==> src/rtl/seq_detector_param.sv <==
// Serial pattern detector with a runtime-loadable pattern, length and overlap mode.
// Emits a registered pulse per match and keeps a saturating match count.
module seq_detector_param #(
  parameter int PAT_W = 8,
  parameter int CNT_W = 8,
  localparam int LEN_W = $clog2(PAT_W + 1)
) (
  input  logic             clk,
  input  logic             rst_a_p,
  input  logic             din_valid,
  input  logic             din,
  input  logic             cfg_load,
  input  logic [PAT_W-1:0] cfg_pattern,
  input  logic [LEN_W-1:0] cfg_len,
  input  logic             cfg_overlap,
  input  logic             cnt_clr,
  output logic             match,
  output logic [CNT_W-1:0] match_count,
  output logic             armed,
  output logic             cfg_err
);

  typedef enum logic [1:0] {
    S_IDLE = 2'd0,
    S_FILL = 2'd1,
    S_RUN  = 2'd2
  } state_t;

  localparam logic [LEN_W-1:0] MAX_LEN = LEN_W'(PAT_W);
  localparam logic [CNT_W-1:0] CNT_MAX = {CNT_W{1'b1}};

  state_t           r_state, w_state_nxt;
  logic [PAT_W-1:0] r_pattern, w_pattern_nxt;
  logic [PAT_W-1:0] r_hist, w_hist_nxt;
  logic [LEN_W-1:0] r_len, w_len_nxt;
  logic [LEN_W-1:0] r_fill, w_fill_nxt;
  logic             r_overlap, w_overlap_nxt;
  logic [CNT_W-1:0] r_count, w_count_nxt;
  logic             r_match, r_cfg_err;

  logic [PAT_W:0]   w_full;
  logic [PAT_W-1:0] w_mask;
  logic [LEN_W:0]   w_fill_inc;
  logic             w_cfg_ok, w_accept, w_hit;

  assign w_cfg_ok   = (cfg_len != {LEN_W{1'b0}}) && (cfg_len <= MAX_LEN);
  assign w_accept   = (r_state != S_IDLE) && din_valid && !cfg_load;
  // The bit shifted out of the history is carried along so the compare can mask it off.
  assign w_full     = {r_hist, din};
  assign w_fill_inc = {1'b0, r_fill} + {{LEN_W{1'b0}}, 1'b1};

  always_comb begin
    w_mask = {PAT_W{1'b0}};
    for (int i = 0; i < PAT_W; i++) begin
      w_mask[i] = (i < int'(r_len));
    end
  end

  assign w_hit = w_accept && (w_fill_inc >= {1'b0, r_len}) &&
                 (((w_full ^ {1'b0, r_pattern}) & {1'b0, w_mask}) == {(PAT_W + 1){1'b0}});

  always_comb begin
    w_state_nxt   = r_state;
    w_pattern_nxt = r_pattern;
    w_len_nxt     = r_len;
    w_overlap_nxt = r_overlap;
    w_hist_nxt    = r_hist;
    w_fill_nxt    = r_fill;
    if (cfg_load) begin
      if (w_cfg_ok) begin
        w_pattern_nxt = cfg_pattern;
        w_len_nxt     = cfg_len;
        w_overlap_nxt = cfg_overlap;
        w_hist_nxt    = {PAT_W{1'b0}};
        w_fill_nxt    = {LEN_W{1'b0}};
        w_state_nxt   = S_FILL;
      end else begin
        w_state_nxt   = r_state;
      end
    end else begin
      case (r_state)
        S_IDLE: w_state_nxt = S_IDLE;
        S_FILL, S_RUN: begin
          if (din_valid) begin
            w_hist_nxt = w_full[PAT_W-1:0];
            if (w_hit && !r_overlap) begin
              w_fill_nxt  = {LEN_W{1'b0}};
              w_state_nxt = S_FILL;
            end else if (w_fill_inc >= {1'b0, r_len}) begin
              w_fill_nxt  = r_len;
              w_state_nxt = S_RUN;
            end else begin
              w_fill_nxt  = w_fill_inc[LEN_W-1:0];
              w_state_nxt = S_FILL;
            end
          end else begin
            w_state_nxt = r_state;
          end
        end
        default: w_state_nxt = S_IDLE;
      endcase
    end
  end

  // A clear coinciding with a hit leaves exactly that hit counted.
  always_comb begin
    w_count_nxt = r_count;
    if (cnt_clr) begin
      w_count_nxt = w_hit ? CNT_W'(1) : {CNT_W{1'b0}};
    end else if (w_hit && (r_count != CNT_MAX)) begin
      w_count_nxt = r_count + CNT_W'(1);
    end else begin
      w_count_nxt = r_count;
    end
  end

  always_ff @(posedge clk or posedge rst_a_p) begin
    if (rst_a_p) begin
      r_state   <= S_IDLE;
      r_pattern <= {PAT_W{1'b0}};
      r_len     <= {LEN_W{1'b0}};
      r_overlap <= 1'b0;
      r_hist    <= {PAT_W{1'b0}};
      r_fill    <= {LEN_W{1'b0}};
      r_count   <= {CNT_W{1'b0}};
      r_match   <= 1'b0;
      r_cfg_err <= 1'b0;
    end else begin
      r_state   <= w_state_nxt;
      r_pattern <= w_pattern_nxt;
      r_len     <= w_len_nxt;
      r_overlap <= w_overlap_nxt;
      r_hist    <= w_hist_nxt;
      r_fill    <= w_fill_nxt;
      r_count   <= w_count_nxt;
      r_match   <= w_hit;
      r_cfg_err <= cfg_load && !w_cfg_ok;
    end
  end

  assign match       = r_match;
  assign match_count = r_count;
  assign armed       = (r_state != S_IDLE);
  assign cfg_err     = r_cfg_err;

endmodule
==> config.mk <==
export PLATFORM = sky130hd
export DESIGN_NAME = seq_detector_param
export DESIGN_NICKNAME = d
export VERILOG_FILES = /design/src/rtl/seq_detector_param.sv
export SDC_FILE = /design/constraint.sdc
export NUM_CORES = 1
export LEC_CHECK = 0
export ABC_AREA = 1
export CAP_MARGIN = 20
export CORE_MARGIN = 5
export CORE_UTILIZATION = 34
export DETAILED_ROUTE_END_ITERATION = 8
export GPL_TIMING_DRIVEN = 1
export PLACE_DENSITY_LB_ADDON = 0.2
export REMOVE_ABC_BUFFERS = 1
export SLEW_MARGIN = 20
export SYNTH_ARGS = -nofsm -noshare
export SYNTH_HDL_FRONTEND = slang
export SYNTH_SLANG_ARGS = --single-unit
export TNS_END_PERCENT = 10
==> constraint.sdc <==
create_clock -name clk -period 1.9 [get_ports clk]
set_input_delay 0.285 -clock clk [delete_from_list [all_inputs] [get_ports clk]]
set_output_delay 0.285 -clock clk [all_outputs]
set_load 0.01 [all_outputs]
Word-level counts from Yosys, hierarchy flattened
Cells that the tools add are included.

Flip-flop bits (word level): 37. Output and inout bits: 11. Bits of input ports: 19.

Equality and inequality tests: 5. Magnitude comparators: 10. Reductions and logical operators: 21. Bitwise gates (word level): 2. Multiplexer cells: 19. Add/subtract/negate cells: 2.

Operator list (count): 8-bit 2-to-1 mux (6); 4-bit 2-to-1 mux (6); 3-bit by 4-bit < comparator with 1-bit output, first input constant (4); 2-bit 2-to-1 mux (6); 9-bit by 8-bit bitwise AND with 9-bit output (1); 9-bit zero test (1); 9-bit by 8-bit bitwise XOR with 9-bit output (1); 8-bit by 1-bit adder with 8-bit output, second input constant (1); 1-bit logical AND (8); 1-bit by 4-bit < comparator with 1-bit output, first input constant (2); 2-bit by 4-bit < comparator with 1-bit output, first input constant (2); 8-bit != test, second input constant (1); 2-bit nonzero test (4); 4-bit by 1-bit adder with 5-bit output, second input constant (1); 5-bit by 4-bit greater-or-equal comparator with 1-bit output (1); 4-bit less-or-equal comparator, second input constant (1); 2-bit AND reduction (2); 4-bit nonzero test (1); 1-bit zero test (3); 3-bit != test, second input constant (1); 3-bit AND reduction (1); 2-bit by 1-bit == test with 1-bit output, second input constant (1); 2-bit == test, second input constant (1); 2-bit by 1-bit != test with 1-bit output, second input constant (1); other kinds (2) (2).

Depth between registers and ports, before layout
Depth after elaboration: 10. Gate-level depth with buffers: 14.

Least setup slack after synthesis
Ideal clock, no wire load.

Path kind: flip-flop to flip-flop. Start: register r_fill[0]. End: register r_count[6] (netlist: match_count[6]). Path slack: -124 ps. Period minus slack after synthesis: 2024 ps. Setup time: 117 ps. Arrival time: 1907 ps. Data required time: 1783 ps. Cell stages (with the launch flop): 15. Path buffers: 0. Path through: dfrtp_1 > ha_1 > xor2_1 > ha_1 > nand2_1 > nand2_1 > nand2_1 > nand2_2 > nor2_4 > nor2_4 > and2_4 > nand2_4 > nand2_4 > nand2_1 > nand2_1.

Word-level cells in the longest chain between the ends: 6.

RTL lines: from (decl) (RTL line 36) `logic [LEN_W-1:0] r_fill, w_fill_nxt;`; from (signal assigned) (RTL line 124) `r_fill <= {LEN_W{1'b0}};`; from (signal assigned) (RTL line 134) `r_fill <= w_fill_nxt;`; 4-bit by 1-bit adder with 5-bit output (RTL line 50) `assign w_fill_inc = {1'b0, r_fill} + {{LEN_W{1'b0}}, 1'b1};`; 5-bit by 4-bit greater-or-equal comparator with 1-bit output (RTL line 59) `assign w_hit = w_accept && (w_fill_inc >= {1'b0, r_len}) &&`; 1-bit logical AND (2 in a row) (RTL line 59); named net w_hit (RTL line 44) `logic w_cfg_ok, w_accept, w_hit;`; 1-bit logical AND (RTL line 110) `end else if (w_hit && (r_count != CNT_MAX)) begin`; 2-bit nonzero test (no source line); to (signal assigned) (RTL line 125) `r_count <= {CNT_W{1'b0}};`; to (signal assigned) (RTL line 135) `r_count <= w_count_nxt;`; to (decl) (RTL line 38) `logic [CNT_W-1:0] r_count, w_count_nxt;`.

The timed path passes the listed nets, and every way through them passes these cells. A chain may end at the register's enable or synchronous reset.

Worst setup path after layout
Ends and elaborated chain as after synthesis.

==> results by group <==
Clock network
  • Htree depth: 2
  • CTS Buf Count: 5
  • CTS tree: yes
  • CTS clk-pin slew, worst paths: 0.07 ns
  • Clock Tree Buf Depth: 2
  • # hold bufs at CTS: 0
  • Clock Latency Late Sink: between 0.2 and 0.3 ns
  • Root buf cell: clkbuf_8
  • Clk sink count: 36

Critical path
  • R2r startpoint: r_fill[0]$_DFFE_PP0P_
  • WP data required: 2.08 ns
  • Flop2flop setup slack: -0.16 ns
  • Setup crit end kind: flip-flop
  • R2R depth: 14
  • CP arrival: 2.23 ns
  • Critical Path Start Type: flip-flop
  • Setup CP Type: flip-flop to flip-flop
  • Worst Path Max Fanout: 7
  • R2R Path End: match_count[6]$_DFFE_PP0P_

Timing
  • Least-Margin Pin Slew: 0.458 ns
  • Tcrit/Tclk final: 108%
  • Fmax achieved: just under 500 MHz
  • Final Max Slew Viols: 0
  • Clock Skew: 0.00521 ns
  • RSZ-0062 raised after global routing: yes
  • Worst slew margin: 69.4%
  • Fin worst setup slack: -0.159 ns
  • Setup violators final: 13
  • Minimum clock period: 2.06 ns
  • Endpoints failing hold: 0

Flow run
  • Maxcap violations: 0

GRT
  • Initial antenna violation count: 0
  • Vias in the first global route: ~1700
  • GRT Util Overall: 13.3%
  • First-pass GRT wire length: 7900 µm
  • Largest net degree at the start of global routing: 37
  • Grt total ovfl: 0

Pwr
  • Comb pwr share: around 45%
  • Internal: 0.00168 W
  • Total power: 0.00269 W
  • PwrDens: 992 mW/mm²
  • Net switching share of the total power: 37.6%
  • Clock network power share: between 10% and 20%
  • Leak: approximately 1.3 nW
  • P_sw: 0.00101 W
  • Flop pwr share: a little over a third
  • Peak supply drop: around 0.43 mV

Logic synthesis
  • Avg Inst Size Synth: 7.58 µm²
  • Syn Inst Count: 267
  • Syn. warnings: 0
  • Seq/Total Area, Yosys: 44.5%
  • Register bit total from synthesis: 36
  • Mapped Area: ~0.0020 mm²
  • Post-synth cell types: 23

Drt
  • Initial drt markers: 81
  • Via count: ~1800
  • Drc violations: 0
  • ANT nets after route: 0
  • Detailed Route WL: 4610 µm
  • DR pass1 iterations: 4
  • DR vias/cell: between 4 and 5
  • Drt wl/cell: 11.7 µm

Place
  • GPL Wtd Cong: 0.894
  • # port buffers: 29
  • Placed cell area: 0.00252 mm²
  • Placed wire-length estimate: 3390 µm

Floorplan
  • DIE AREA: ~0.0076 mm²
  • Width of the die: about 87 µm
  • Row count: 28
  • Die H: 87.1 µm
  • Core ar.: 0.00585 mm²
  • Initial Util: roughly 35%
  • # IOs: 30

Finish
  • Synth-to-layout area growth: 34.0%
  • Most used cells in the layout excluding fill and tap cells: nand2_1 (84), inv_1 (35), dfrtp_1 (35)
  • Nets@finish: around 350
  • Finished Cell Area: 0.00271 mm²
  • Layout cell share with drive strength beyond 1: approximately 18%
  • Final antenna diode count: 0
  • Most common cell after layout, fill and taps aside: nand2_1

Status
  • Failing checks: setup timing
  • Status: complete, but fails checks

Worst hold path
  • Min-delay worst type: input pin to async pin
==> layer usage <==
metal / up-vias / track usage [%] / part of all wire [%]
li1: 947 / - / -
met1: 813 / 18.3 / 49
met2: 21 / 20.3 / 46
met3: 10 / 1.89 / 2.7
met4: 0 / 6.69 / 2.0
met5: - / 0 / 0
==> power groups by stage <==
| stage | Combinational, W | Sequential, W | Clock (W) |
|---|---|---|---|
| 2_1_floorplan | 0.000683 | 0.000990 | 0 |
| 3_3_place_gp | 0.00103 | 0.000987 | 0 |
| 3_5_place_dp | 0.00103 | 0.000991 | 0 |
| 4_1_cts | 0.00117 | 0.000981 | 0.000528 |
| 5_1_grt | 0.00135 | 0.000998 | 0.000575 |
| 6_report | 0.00120 | 0.000984 | 0.000505 |
==> critical path, stage by stage, from the launching register on <==
cell and delay (ns):
dfrtp_1 0.39, ha_2 0.21, xor2_2 0.15, ha_1 0.29
nand2_1 0.09, inv_2 0.04, nand3_2 0.07, nor2_4 0.04
nor2_4 0.16, nor2_4 0.05, and2_4 0.17, nand2_8 0.09
nand2_8 0.08, nand2_1 0.08, nand2_1 0.05
==> registers in the layout (all words and copies together) (netlist names) <==
register / flops
match_count: 8
r_pattern: 8
r_hist: 7
r_fill: 4
r_len: 4
r_state: 2
cfg_err: 1
match: 1
r_overlap: 1
==> synth_stat cells <==
cell / number / share of area (%)
o22ai_1: 7 / 2.2
o21ai_0: 13 / 3.2
nor3_1: 4 / 0.99
nand3_1: 23 / 5.7
nor4_1: 2 / 0.62
nor2_1: 16 / 3.0
a21oi_1: 2 / 0.49
nand2_1: 90 / 17
and2_4: 1 / 0.43
xnor2_1: 1 / 0.43
o2111ai_1: 3 / 1.3
o21ai_1: 2 / 0.49
nand3_2: 1 / 0.49
inv_1: 36 / 6.7
xor2_1: 8 / 3.5
clkbuf_1: 3 / 0.56
nand2_2: 2 / 0.62
dfrtp_1: 36 / 45
inv_2: 3 / 0.56
buf_2: 2 / 0.49
nor2_4: 3 / 1.7
ha_1: 7 / 4.3
nand2_4: 2 / 1.1
==> layout make-up <==
type,count,area (µm²)
Fill cell,585,3140
Tap cell,75,93.8
Clock buffer,6,72.6
Inverter,39,146
Clock inverter,1,5.00
Timing Repair Buffer,50,448
Sequential cell,36,902
Multi-Input combinational cell,188,1040
==> metrics by stage <==
step	hold WS (ns)	utilization, %	setup WS [ns]	std cells	setup TNS [ns]
final	0.399	46.3	-0.159	395	-1.38
after global routing	0.452	46.3	-0.249	395	-2.65
after CTS	0.411	45.6	-0.131	394	-1.43
after global placement	0.486	43.1	-0.185	384	-2.05
after detailed placement	0.489	43.1	-0.233	384	-2.55
after floorplan	0.402	-	-0.131	262	-1.34
==> cells by family after synthesis <==
| group | synth area share [%] |
|---|---|
| AO/OA/AOI/OAI | 7.67 |
| XOR/XNOR | 3.90 |
| adder cells (fa/ha/maj) | 4.33 |
| buffers and inverters | 8.29 |
| flip-flops | 44.5 |
| AND/OR/NAND/NOR | 31.3 |
==> worst max path at each step <==
stage	startpoint	endpoint	slack, ns	depth (start not counted)
2_1_floorplan	r_fill[0]$_DFFE_PP0P_	match_count[6]$_DFFE_PP0P_	-0.13	14
3_3_place_gp	r_fill[0]$_DFFE_PP0P_	match_count[7]$_DFFE_PP0P_	-0.19	14
3_5_place_dp	r_fill[0]$_DFFE_PP0P_	match_count[4]$_DFFE_PP0P_	-0.23	14
4_1_cts	r_fill[1]$_DFFE_PP0P_	match_count[6]$_DFFE_PP0P_	-0.13	14
5_1_grt	r_fill[0]$_DFFE_PP0P_	match_count[0]$_DFFE_PP0P_	-0.25	14
6_report	r_fill[0]$_DFFE_PP0P_	match_count[6]$_DFFE_PP0P_	-0.16	14
==> what timing repair did <==
item                                    CTS  global route
gates resized for setup                   9            11
setup buffers                             2             1
gates cloned                              1             0
pin swaps                                 5             3
endpoints found under the setup margin   14            14
No activity file was read; power rests on OpenSTA's default activity.
